[src/rtl/led_pattern_engine.sv]
// LED animation engine: divider-paced rotate, ping-pong, bar, flash, hold and off modes
// with pause, single-step and seed load. Define PATTERN_LFSR_EN to make mode 110 a Galois LFSR.
module led_pattern_engine #(
  parameter int                WIDTH     = 8,
  parameter int                DIV_W     = 22,
  parameter logic [WIDTH-1:0]  LFSR_TAPS = WIDTH'(8'hB8)
) (
  input  logic             clock,
  input  logic             reset,
  input  logic [2:0]       mode,
  input  logic [2:0]       speed,
  input  logic             pause,
  input  logic             step,
  input  logic             load,
  input  logic [WIDTH-1:0] seed,
  output logic [WIDTH-1:0] led,
  output logic             dir,
  output logic             step_o
);

  localparam logic [2:0] MODE_ROL   = 3'b000;
  localparam logic [2:0] MODE_ROR   = 3'b001;
  localparam logic [2:0] MODE_PING  = 3'b010;
  localparam logic [2:0] MODE_BAR   = 3'b011;
  localparam logic [2:0] MODE_FLASH = 3'b100;
  localparam logic [2:0] MODE_HOLD  = 3'b101;
  localparam logic [2:0] MODE_LFSR  = 3'b110;
  localparam logic [2:0] MODE_OFF   = 3'b111;

`ifdef PATTERN_LFSR_EN
  localparam bit LFSR_ON = 1'b1;
`else
  localparam bit LFSR_ON = 1'b0;
`endif

  if (WIDTH < 4 || WIDTH > 32) begin : g_chk_width
    $error("led_pattern_engine: WIDTH must be within 4..32");
  end
  if (DIV_W < 4) begin : g_chk_div
    $error("led_pattern_engine: DIV_W must be at least 4");
  end
  if (LFSR_TAPS == '0) begin : g_chk_taps
    $error("led_pattern_engine: LFSR_TAPS must be nonzero");
  end

  logic [DIV_W-1:0] div_cnt;
  logic [DIV_W-1:0] tick_mask;
  logic [2:0]       mode_p1;
  logic             step_p1;
  logic             tick_p0;
  logic             mode_chg_p0;
  logic             step_rise_p0;
  logic             adv_p0;
  logic             off_p0;
  logic             vld_p0;
  logic [WIDTH-1:0] pat_nxt;
  logic             dir_nxt;
  logic [WIDTH:0]   ping_nxt;
  logic [WIDTH:0]   bar_nxt;

  // Speed saturates so the tick window never collapses below bit 0.
  function automatic logic [2:0] sat_speed(input logic [2:0] sp);
    if (int'(sp) > DIV_W - 1)
      return 3'(DIV_W - 1);
    else
      return sp;
  endfunction

  function automatic logic [WIDTH-1:0] start_val(input logic [2:0]       m,
                                                 input logic [WIDTH-1:0] cur);
    case (m)
      MODE_BAR,
      MODE_OFF:  return '0;
      MODE_HOLD: return cur;
      MODE_LFSR: return LFSR_ON ? WIDTH'(1) : '0;
      default:   return WIDTH'(1);
    endcase
  endfunction

  // Returns {dir, pattern}; a block of set bits reverses once it touches either end.
  function automatic logic [WIDTH:0] ping_f(input logic d, input logic [WIDTH-1:0] p);
    if (!d) begin
      if (p[WIDTH-1]) return {1'b1, p >> 1};
      else            return {1'b0, p << 1};
    end else begin
      if (p[0])       return {1'b0, p << 1};
      else            return {1'b1, p >> 1};
    end
  endfunction

  function automatic logic [WIDTH:0] bar_f(input logic d, input logic [WIDTH-1:0] p);
    logic [WIDTH-1:0] n;
    if (!d) begin
      n = {p[WIDTH-2:0], 1'b1};
      return {(&n), n};
    end else begin
      n = p >> 1;
      return {(n != '0), n};
    end
  endfunction

`ifdef PATTERN_LFSR_EN
  // All-zero would lock the register up, so it restarts from 1.
  function automatic logic [WIDTH-1:0] lfsr_f(input logic [WIDTH-1:0] p);
    if (p == '0)
      return WIDTH'(1);
    else
      return (p >> 1) ^ (p[0] ? LFSR_TAPS : '0);
  endfunction
`endif

  // Stage p0: tick, edge detect and next-pattern selection
  always_comb begin
    tick_mask    = {DIV_W{1'b1}} >> sat_speed(speed);
    tick_p0      = &(div_cnt | ~tick_mask);
    mode_chg_p0  = (mode != mode_p1);
    step_rise_p0 = step & ~step_p1;
    adv_p0       = (tick_p0 & ~pause) | step_rise_p0;
    off_p0       = (mode == MODE_OFF) || (!LFSR_ON && (mode == MODE_LFSR));
    ping_nxt     = ping_f(dir, led);
    bar_nxt      = bar_f(dir, led);
  end

  always_comb begin
    pat_nxt = led;
    dir_nxt = dir;
    vld_p0  = 1'b0;
    if (load) begin
      pat_nxt = seed;
      dir_nxt = 1'b0;
    end else if (mode_chg_p0) begin
      pat_nxt = start_val(mode, led);
      dir_nxt = 1'b0;
    end else if (off_p0) begin
      pat_nxt = '0;
    end else if (adv_p0) begin
      vld_p0 = 1'b1;
      case (mode)
        MODE_ROL:   pat_nxt = {led[WIDTH-2:0], led[WIDTH-1]};
        MODE_ROR:   pat_nxt = {led[0], led[WIDTH-1:1]};
        MODE_PING:  {dir_nxt, pat_nxt} = ping_nxt;
        MODE_BAR:   {dir_nxt, pat_nxt} = bar_nxt;
        MODE_FLASH: pat_nxt = ~led;
`ifdef PATTERN_LFSR_EN
        MODE_LFSR:  pat_nxt = lfsr_f(led);
`endif
        default:    pat_nxt = led;
      endcase
    end
  end

  // Stage p1: pattern register, divider and strobe
  always_ff @(posedge clock or posedge reset) begin
    if (reset) begin
      div_cnt <= '0;
      mode_p1 <= MODE_ROL;
      step_p1 <= 1'b0;
      led     <= WIDTH'(1);
      dir     <= 1'b0;
      step_o  <= 1'b0;
    end else begin
      div_cnt <= mode_chg_p0 ? '0 : div_cnt + DIV_W'(1);
      mode_p1 <= mode;
      step_p1 <= step;
      led     <= pat_nxt;
      dir     <= dir_nxt;
      step_o  <= vld_p0;
    end
  end

endmodule

[config.mk]
export PLATFORM = sky130hd
export DESIGN_NAME = led_pattern_engine
export DESIGN_NICKNAME = d
export VERILOG_FILES = /design/src/rtl/led_pattern_engine.sv
export SDC_FILE = /design/constraint.sdc
export NUM_CORES = 1
export LEC_CHECK = 0
export ABC_AREA = 0
export BUFFER_PORTS_ARGS = -buffer_cell sky130_fd_sc_hd__buf_2
export CORE_AREA = 2 2 73 75
export DETAILED_ROUTE_END_ITERATION = 8
export DIE_AREA = 0 0 75 77
export PLACE_DENSITY = 0.73
export SETUP_SLACK_MARGIN = 0.5
export SKIP_CTS_REPAIR_TIMING = 1
export SYNTH_ARGS = -nofsm -noshare
export SYNTH_HDL_FRONTEND = slang
export SYNTH_SLANG_ARGS = --single-unit
[constraint.sdc]
create_clock -name clock -period 2.7 [get_ports clock]
set_input_delay 0.405 -clock clock [delete_from_list [all_inputs] [get_ports clock]]
set_output_delay 0.405 -clock clock [all_outputs]
set_load 0.05 [all_outputs]
=== Yosys cells after proc, flatten, opt, wreduce, memory -nomap -nowiden ===
Cells that the tools add are included.

* $add $sub $neg: 1
* Eq/ne operators: 10
* Shifts and indexed selects: 1
* Mux-type cells: 20
* Bitwise gates (word level): 8
* Reductions and logical operators: 12

{| class="wikitable"
|+ Operators by type and width
! cell !! number
|-
| $pmux 8 s5 || 1
|-
| $mux 9 || 4
|-
| $mux 8 || 4
|-
| $add 22x1->22 const B || 1
|-
| $mux 22 || 1
|-
| $not 22->22 || 1
|-
| $or 22x22->22 || 1
|-
| $reduce_and 22->1 || 1
|-
| $shr 22x3->22 const A || 1
|-
| $pmux 8 s2 || 1
|-
| $reduce_bool 8->1 || 2
|-
| $eq 3x3->1 const B || 4
|-
| $mux 1 || 8
|-
| $not 8->8 || 1
|-
| $reduce_bool 4->1 || 2
|-
| $reduce_and 7->1 || 1
|-
| $eq 3x2->1 const B || 2
|-
| $ne 3x3->1 const B || 2
|-
| $reduce_and 3->1 || 2
|-
| $eq 3x1->1 const B || 1
|-
| $logic_not 3->1 || 1
|-
| $ne 3x3->1 || 1
|-
| $reduce_bool 3->1 || 1
|-
| $reduce_or 3->1 || 1
|-
| 5 further kinds || 7
|}

* Register bits: 36
* Input bits: 19
* Output and inout bits: 10
* Word-level logic and storage cells: 58

=== Depth between registers and ports, before layout ===
Gate-level depths: netlist (run 1).

* Depth in word-level cells: 10
* Mapped depth: 8
* Depth with buffers taken out: 7

=== Least setup slack after synthesis (run 1) ===
OpenSTA, ideal clock, no wires.

* Path type: flip-flop to flip-flop
* Start: register div_cnt[0]
* End: register led[0]
* Setup time: 0.082 ns
* Arrival time: 2.347 ns
* Required time: 2.618 ns
* Path slack: 0.271 ns
* Stages on the path, launching flop included: 7
* Buffers on the path: 0
* Period minus slack after synthesis: 2.429 ns
* Path through: dfrtp_1 > ha_1 > nand2_1 > or4_4 > or4_4 > a31oi_4 > mux2_2

* Word-level cells in the longest chain between the ends: 6

{| class="wikitable"
|+ RTL lines
! element !! line !! source
|-
| from (decl) || 46 || <nowiki>logic [DIV_W-1:0] div_cnt;</nowiki>
|-
| from (signal assigned) || 162 || <nowiki>div_cnt <= mode_chg_p0 ? '0 : div_cnt + DIV_W'(1);</nowiki>
|-
| $or 22x22->22 || 115 || <nowiki>tick_p0 = &(div_cnt | ~tick_mask);</nowiki>
|-
| $reduce_and 22->1 || 115 ||
|-
| $and 1x1->1 || 118 || <nowiki>adv_p0 = (tick_p0 & ~pause) | step_rise_p0;</nowiki>
|-
| $or 1x1->1 || 118 ||
|-
| $reduce_bool 4->1 (no source line) || n/a ||
|-
| $reduce_and 3->1 (no source line) || n/a ||
|-
| to (signal assigned) || 165 || <nowiki>led <= pat_nxt;</nowiki>
|-
| to (decl) || 16 || <nowiki>output logic [WIDTH-1:0] led,</nowiki>
|}

No other way between the ends.
A chain may end at the register's enable or synchronous reset.

=== Final worst setup path (run 1) ===
* Start: register div_cnt[1]
* End: register led[0]

The elaborated chain is that of the path after synthesis.

==> impl_metrics.csv, run 1 <==
group,metric,value,unit
synthesis,synth_commonest_cells,"nor2_1 (38), dfrtp_1 (35), nand3_1 (18)",
sta,slew_headroom,57.6,%
placed_design,dp_hpwl,3500,um
synthesis,yosysTopAreaCell,"dfrtp_1",
finish,area_growth,20.5,%
sta,setup_viol,0,
worst_setup_path,path_delay_family,"simple AND/OR/NAND/NOR gates",
worst_setup_path,crit_path_max_fanout,4,
clocking,htreeDepth,2,
finish,drive_gt1_share,27.2,%
synthesis,synthTopCellsByArea,"dfrtp_1 (40%), nor2_1 (6.5%), xnor2_1 (4.8%), nand3_1 (4.1%), xor2_1 (4.0%)",
die,pin_count,29,
power_and_ir_drop,internal_power,841,uW
sta,fin_hold_ws,0.171,ns
synthesis,synth_xor_area_share,8.82,%
worst_setup_path,rr_endpoint,"led[0]",
run_status,status,"complete, no violations",
synthesis,synthAdderAreaFrac,0.572,%
clocking,clk_pin_slew,0.08,ns
power_and_ir_drop,p_comb_share,18.5,%
die,die_h,77,um
worst_setup_path,cp.arrival,2.54,ns
global_routing,use_met2,29.5,%
sta,tns,0,ns
worst_setup_path,rr_worst_depth,7,
synthesis,synth_top_family_by_area,"simple AND/OR/NAND/NOR gates",
synthesis,yosysMostFrequentCell,"nor2_1",
worst_setup_path,cp_num_buf_inv,1,
run,maxCapViolCount,0,
placed_design,dp.cells,339,
synthesis,avgSynthCellArea,8.71,sq um
worst_setup_path,cp_common_cell,"or4_4",
global_routing,grt_use_met3,3.15,%
clocking,cts_tree,"built",
clocking,insertion_delay,0.29,ns
detailed_routing,num_vias,2077,
synthesis,ys_warn_count,0,
clocking,root_buffer,"clkbuf_8",
synthesis,yosys_register_bits,36,
detailed_routing,antenna_left,0,
power_and_ir_drop,p_per_area,466,nW/um^2
detailed_routing,drt-total-wl,5450,um
global_routing,grt.overflow.total,0,
detailed_routing,drt_iter0_drc,210,
power_and_ir_drop,vdd_ir_drop_max,0.327,mV
power_and_ir_drop,power.leakage,0.00108,uW
worst_setup_path,crit_chain,"ha_4 -> nand2_2 -> or4_4 -> or4_4 -> a31oi_4 -> buf_4 -> mux2_4",
sta,period_share,85.7,%
worst_setup_path,worst-setup-path-type,"reg -> reg",
clocking,clock_sinks,36,
synthesis,synth-compound-area-share,19.3,%
synthesis,synth-simple-area-share,24.2,%
power_and_ir_drop,seqPwrFrac,48.9,%
power_and_ir_drop,clkPwrFrac,32.6,%
sta,worst_slew_pin_slew,0.630,ns
power_and_ir_drop,p_sw_share,31.5,%
finish,num-fill-cells,462,
die,initial_utilization,43.9,%
sta,fin_crit,2.31,ns
synthesis,synth_top_area_share,40.1,%
worst_hold_path,holdCritPathClass,"in -> async",
worst_setup_path,startpoint_type,"flip-flop",
global_routing,antenna_found_initial,0,
sta,hold_viol,0,
detailed_routing,via_per_inst,5.77,
worst_setup_path,crit_path_top_delay_cell,"or4_4",
sta,rsz0062_at_grt,"true",
global_routing,first_global_vias,1917,
synthesis,ys.flop_type,"dfrtp_1",
synthesis,syn-cell-area,2190,sq um
worst_setup_path,endpoint_kind,"flip-flop",
clocking,cts_buffer_depth,2,
placed_design,io_buffers,28,
die,die_w,75,um
global_routing,grt_max_degree,23,
global_routing,grtUsageMet1,27.5,%
synthesis,synth-async-reset-ratio,100,%
synthesis,synth_edf_count,0,
worst_setup_path,reg2reg_slack,0.39,ns
worst_setup_path,max_stage_delay,0.46,ns
sta,finalWorstSetupSlack,0.386,ns
synthesis,synthDistinctLibCells,52,
placed_design,place_ws,0.290,ns
global_routing,grt_use_total,19.3,%
die,die_area,5780,sq um
placed_design,gp_congestion,0.867,
global_routing,grt.busiest_layer,"met2",
die,core,4980,sq um
detailed_routing,firstDrtPassIters,5,
finish,antennaDiodeCount,0,
synthesis,syn_nets,271,
detailed_routing,drc,0,
worst_setup_path,r2r-start,"div_cnt[1]",
synthesis,synth_mux_area_share,1.49,%
finish,final_cells,360,
sta,fmax,432,MHz
finish,finish.utilization,52.9,%
finish,fin_nets,309,
power_and_ir_drop,switching_power,387,uW
sta,drv_slew,0,
detailed_routing,wl_per_cell,15.1,um
synthesis,ys_seq_area_share,41.3,%
die,num_rows,26,
clocking,cts_inserted_buffers,5,
sta,skew,0.00771,ns
global_routing,grt_pass1_wl,8880,um
synthesis,synthCells,251,
worst_setup_path,worstPathRequired,2.92,ns
==> through the flow <==
stage	cell area, sq um	power, uW
2_1_floorplan	2190	754
3_3_place_gp	2390	814
3_5_place_dp	2390	818
4_1_cts	2480	1220
5_1_grt	2640	1280
6_report	2640	1230
==> cell usage in the layout (no fill, tap or decap), types with 8 or more instances in the layout <==
cell type,count
inv_1,9
o21ai_0,8
xnor2_1,12
nor2_1,32
nand2_1,16
buf_2,29
nand3_1,18
xor2_1,10
dfrtp_1,33
a21oi_1,9
buf_4,14
==> final cells by class <==
class	instances	area [sq um]	share of cell area, %
Clock buffer	6	82.6	3.13
Clock inverter	2	10.0	0.380
Inverter	9	33.8	1.28
Multi-Input combinational cell	192	1240	47.2
Sequential cell	36	905	34.3
Tap cell	70	87.6	3.32
Timing Repair Buffer	45	273	10.4
==> flip-flops by register name (all words and copies together) (netlist names) <==
register,flops
mode_p1,3
div_cnt,22
dir,1
step_p1,1
step_o,1
led,8
==> worst max path at each step <==
stage	cells after the start	startpoint	end
after global placement	8	div_cnt[0]	led[5]
after global routing	7	div_cnt[1]	led[0]
after floorplan	8	div_cnt[0]	led[1]
after detailed placement	8	div_cnt[0]	led[2]
after CTS	8	div_cnt[0]	led[2]
final	7	div_cnt[1]	led[0]
==> routing by layer <==
layer  vias up  part of all wire (%)  wire length (um)
li1        971                     -                 -
met1      1011                    43              2350
met2        85                    50              2720
met3        10                   5.2               284
met4         0                   1.7                93
met5         -                     0                 0
==> power groups by stage <==
stage / clock network (uW) / logic [uW] / registers, uW
4_1_cts: 407 / 212 / 596
3_5_place_dp: 0 / 212 / 606
2_1_floorplan: 0 / 117 / 637
5_1_grt: 432 / 248 / 604
6_report: 400 / 227 / 601
3_3_place_gp: 0 / 209 / 606
==> kinds of logic after synthesis <==
family | after synthesis
AOI/OAI and AO/OA | 58
xor gates and xnor gates | 22
adders and majority gates | 1
buffers and inverters | 23
DFF | 36
muxes | 3
and+or+nand+nor | 108
Power figures use the tool's default switching activity.
==> run 2: changes to the inputs <==
- MAX_ROUTING_LAYER: not set -> met4
- SLEW_MARGIN: not set -> 0
==> impl_metrics.csv, run 2 (synthesized netlist as in run 1, its figures left out) <==
group,metric,value,unit
die,die_w,75,um
sta,worst_slew_pin_slew,0.651,ns
clocking,clk_pin_slew,0.07,ns
die,die_area,5780,sq um
run_status,status,"complete, no violations",
detailed_routing,antenna_left,0,
global_routing,grt_use_total,19.8,%
global_routing,first_global_vias,1917,
sta,fin_hold_ws,0.170,ns
clocking,insertion_delay,0.29,ns
sta,hold_viol,0,
placed_design,gp_congestion,0.881,
global_routing,grt.overflow.total,0,
placed_design,dp.cells,339,
sta,rsz0062_at_grt,"true",
sta,skew,0.00785,ns
finish,antennaDiodeCount,0,
sta,setup_viol,0,
finish,multiInputGateArea,1240,sq um
sta,slew_headroom,56.2,%
finish,final_cell_mix,"dfrtp_1 (33), nor2_1 (32), buf_2 (29)",
placed_design,dpl_cell_area,2390,sq um
die,die_h,77,um
worst_setup_path,rr_endpoint,"led[0]",
worst_setup_path,crit_path_max_fanout,4,
worst_setup_path,worst-setup-path-type,"reg -> reg",
power_and_ir_drop,p_per_area,464,nW/um^2
sta,fin_crit,2.31,ns
finish,post-route-cell-area,2640,sq um
worst_setup_path,r2r-start,"div_cnt[1]",
sta,period_share,85.6,%
detailed_routing,firstDrtPassIters,4,
finish,finish.utilization,52.9,%
clocking,clock_sinks,36,
finish,area_growth,20.5,%
detailed_routing,drt_iter0_drc,210,
die,pin_count,29,
sta,fmax,433,MHz
clocking,cts_inserted_buffers,5,
die,core,4980,sq um
finish,drive_gt1_share,27.2,%
sta,drv_slew,0,
finish,largest_register_ffs,22,
clocking,cts_tree,"built",
detailed_routing,wl_per_cell,15.1,um
clocking,root_buffer,"clkbuf_8",
finish,layout_commonest_cell,"dfrtp_1",
worst_setup_path,startpoint_type,"flip-flop",
finish,register_area,905,sq um
finish,reg_top3,"div_cnt (22), led (8), mode_p1 (3)",
worst_hold_path,holdCritPathClass,"in -> async",
clocking,htreeDepth,2,
global_routing,grt_max_degree,23,
clocking,cts_buffer_depth,2,
worst_setup_path,endpoint_kind,"flip-flop",
placed_design,io_buffers,28,
power_and_ir_drop,vdd_ir_drop_max,0.326,mV
worst_setup_path,rr_worst_depth,7,
die,initial_utilization,43.9,%
finish,final_cells,360,
detailed_routing,via_per_inst,5.71,
placed_design,dp_hpwl,3500,um
finish,fin_nets,309,
detailed_routing,drc,0,
global_routing,antenna_found_initial,0,
die,num_rows,26,
global_routing,grt_pass1_wl,8860,um
run,maxCapViolCount,0,
worst_setup_path,reg2reg_slack,0.39,ns
detailed_routing,drt-total-wl,5440,um
detailed_routing,num_vias,2055,
finish,largest-register,"div_cnt",
worst_setup_path,worstPathRequired,2.92,ns
sta,tns,0,ns
finish,num-fill-cells,462,
worst_setup_path,cp.arrival,2.53,ns
power_and_ir_drop,power.leakage,0.00108,uW
[run 2: cell counts in the layout (fill, tap and decap cells not counted)]
Identical to the previous run, type by type.
[run 2: report_power, final]
group | switching, uW | leakage [uW] | internal [uW]
Clock | 193 | 0.0000510 | 204
Sequential | 42.5 | 0.000477 | 558
Combinational | 148 | 0.000552 | 78.9
Total | 383 | 0.00108 | 841
[run 2: through the flow]
step | setup WS, ns | power, uW
global route | 0.335 | 1280
CTS | 0.266 | 1220
global placement | 0.349 | 814
finish | 0.390 | 1220
floorplan | 0.501 | 754
detailed placement | 0.290 | 818
[run 2: critical path, cell delays in order, from the launching register on]
cell     delay [ns]
dfrtp_1        0.42
ha_4           0.18
nand2_2        0.05
or4_4          0.44
or4_4          0.46
a31oi_4        0.25
buf_4          0.16
mux2_4         0.29
[run 2: metal layers]
layer / vias up / global-route usage (%) / wire length [um]
met2: 70 / 29.6 / 2730
li1: 970 / - / -
met3: 12 / 3.15 / 284
met4: 0 / 6.61 / 87
met1: 1003 / 27.3 / 2340
met5: - / - / 0
[run 2: final cells by class]
class / instances / area share [%]
flip-flops and latches: 36 / 34.3
clock buffers: 6 / 3.13
inverters: 9 / 1.28
multi-input cells: 192 / 47.2
repair buffers: 45 / 10.4
clock inverters: 2 / 0.380
well taps: 70 / 3.32
[run 2: worst max-delay path by stage]
stage | from | to | slack [ns] | cells past startpoint
finish | div_cnt[1] | led[0] | 0.39 | 7
global route | div_cnt[1] | led[0] | 0.33 | 7
CTS | div_cnt[0] | led[2] | 0.27 | 8
detailed placement | div_cnt[0] | led[2] | 0.29 | 8
global placement | div_cnt[0] | led[5] | 0.35 | 8
floorplan | div_cnt[0] | led[1] | 0.50 | 8
==> run 3: changes to the inputs <==
- clock period: 2.7 -> 2.3 ns (I/O delays scaled with it)
==> impl_metrics.csv, run 3 (synthesized netlist as in run 1, its figures left out) <==
group,metric,value,unit
die,initial_utilization,43.9,%
finish,area_growth,24.4,%
worst_setup_path,crit_path_max_fanout,7,
worst_setup_path,max_stage_delay,0.45,ns
finish,fin_nets,315,
power_and_ir_drop,power.leakage,0.00114,uW
worst_setup_path,path_delay_family,"simple AND/OR/NAND/NOR gates",
clocking,clock_sinks,36,
global_routing,antenna_found_initial,0,
die,core,4980,sq um
worst_setup_path,worstPathRequired,2.51,ns
global_routing,grt.overflow.total,0,
sta,skew,0.00766,ns
worst_setup_path,worst-setup-path-type,"reg -> reg",
detailed_routing,num_vias,1977,
worst_hold_path,holdCritPathClass,"in -> async",
detailed_routing,drc,0,
clocking,cts_tree,"built",
finish,antennaDiodeCount,0,
clocking,clk_pin_slew,0.07,ns
power_and_ir_drop,fin_total_pwr,1460,uW
worst_setup_path,cp_num_buf_inv,1,
finish,multiInputGateArea,1250,sq um
sta,period_share,96.4,%
clocking,cts_inserted_buffers,5,
sta,fin_hold_ws,0.140,ns
finish,num-fill-cells,459,
sta,hold_viol,0,
power_and_ir_drop,vdd_ir_drop_max,0.297,mV
worst_setup_path,rr_worst_depth,8,
worst_setup_path,endpoint_kind,"flip-flop",
sta,fmax,451,MHz
finish,largest-register,"div_cnt",
worst_setup_path,crit_path_top_delay_cell,"or4_4",
die,die_h,77,um
worst_setup_path,rr_endpoint,"led[4]",
finish,register_area,903,sq um
sta,slew_headroom,59.6,%
worst_setup_path,r2r-start,"div_cnt[1]",
clocking,cts_buffer_depth,2,
sta,setup_viol,0,
placed_design,gp_congestion,0.928,
global_routing,grt_pass1_wl,8560,um
finish,final_cell_mix,"nor2_1 (34), dfrtp_1 (34), buf_2 (28)",
sta,worst_slew_pin_slew,0.600,ns
clocking,htreeDepth,2,
sta,fin_crit,2.22,ns
run_status,status,"complete, no violations",
die,die_w,75,um
global_routing,grt_max_degree,37,
detailed_routing,wl_per_cell,14.3,um
global_routing,grt_use_total,19.1,%
die,die_area,5780,sq um
worst_setup_path,crit_chain,"ha_2 -> nand2_2 -> or4_4 -> or4_4 -> a31oi_4 -> buf_12 -> nor2_1 -> a31oi_1",
sta,drv_slew,0,
die,pin_count,29,
finish,largest_register_ffs,22,
placed_design,dp_hpwl,3610,um
detailed_routing,drt-total-wl,5230,um
finish,finish.utilization,54.7,%
finish,drive_gt1_share,28.7,%
worst_setup_path,cp_common_cell,"or4_4",
detailed_routing,antenna_left,0,
detailed_routing,firstDrtPassIters,6,
clocking,root_buffer,"clkbuf_8",
global_routing,first_global_vias,1870,
detailed_routing,drt_iter0_drc,84,
clocking,insertion_delay,0.29,ns
power_and_ir_drop,p_per_area,538,nW/um^2
run,maxCapViolCount,0,
detailed_routing,via_per_inst,5.40,
worst_setup_path,cp.arrival,2.43,ns
finish,reg_top3,"div_cnt (22), led (8), mode_p1 (3)",
worst_setup_path,reg2reg_slack,0.08,ns
worst_setup_path,startpoint_type,"flip-flop",
placed_design,io_buffers,28,
die,num_rows,26,
sta,rsz0062_at_grt,"true",
-- run 3: cell count changes in the layout (fill, tap and decap cells not counted), moves of 2 or more --
cell,delta
buf_4,+6
clkinv_2,-2
nor2_1,+2
nor2_2,-2
nor3_1,-2
-- run 3: worst max-delay path by stage --
stage | startpoint | end | slack, ns | cells after the start
after floorplan | div_cnt[0] | led[0] | 0.11 | 6
after global placement | div_cnt[1] | led[2] | 0.13 | 8
after detailed placement | div_cnt[6] | led[2] | 0.04 | 7
after CTS | div_cnt[6] | led[2] | 0.01 | 7
after global routing | div_cnt[1] | led[5] | -0.003 | 8
final | div_cnt[1] | led[4] | 0.08 | 8
-- run 3: report_power, final --
group          switching [uW]  internal [uW]
clock                     219            273
combinational             178           99.3
sequential               38.8            656
total                     436           1030
-- run 3: final cells by class --
| type | instances | area share [%] |
|---|---|---|
| clock buffers | 8 | 3.68 |
| well taps | 70 | 3.22 |
| multi-input cells | 192 | 45.9 |
| flip-flops and latches | 36 | 33.2 |
| repair buffers | 51 | 12.7 |
| inverters | 9 | 1.24 |
-- run 3: tightest hold or removal path, stage by stage --
cell   delay [ns]
buf_2        0.09
inv_1        0.04
buf_4        0.38
-- run 3: through the flow --
step | setup WS (ns) | std cells | instance area, sq um | setup TNS [ns]
6_report | 0.0824 | 366 | 2720 | 0
5_1_grt | -0.00274 | 366 | 2720 | -0.00429
4_1_cts | 0.0136 | 359 | 2600 | 0
3_5_place_dp | 0.0367 | 351 | 2500 | 0
3_3_place_gp | 0.129 | 351 | 2500 | 0
2_1_floorplan | 0.110 | 251 | 2200 | 0
-- run 3: per-layer routing --
metal | wire [um] | vias to the layer above | part of all wire, % | GRT usage, %
met3 | 184 | 6 | 3.5 | 4.20
li1 | - | 987 | - | -
met5 | 0 | - | 0 | -
met1 | 2360 | 948 | 45 | 24.7
met4 | 59 | 0 | 1.1 | 4.29
met2 | 2620 | 36 | 50 | 30.5
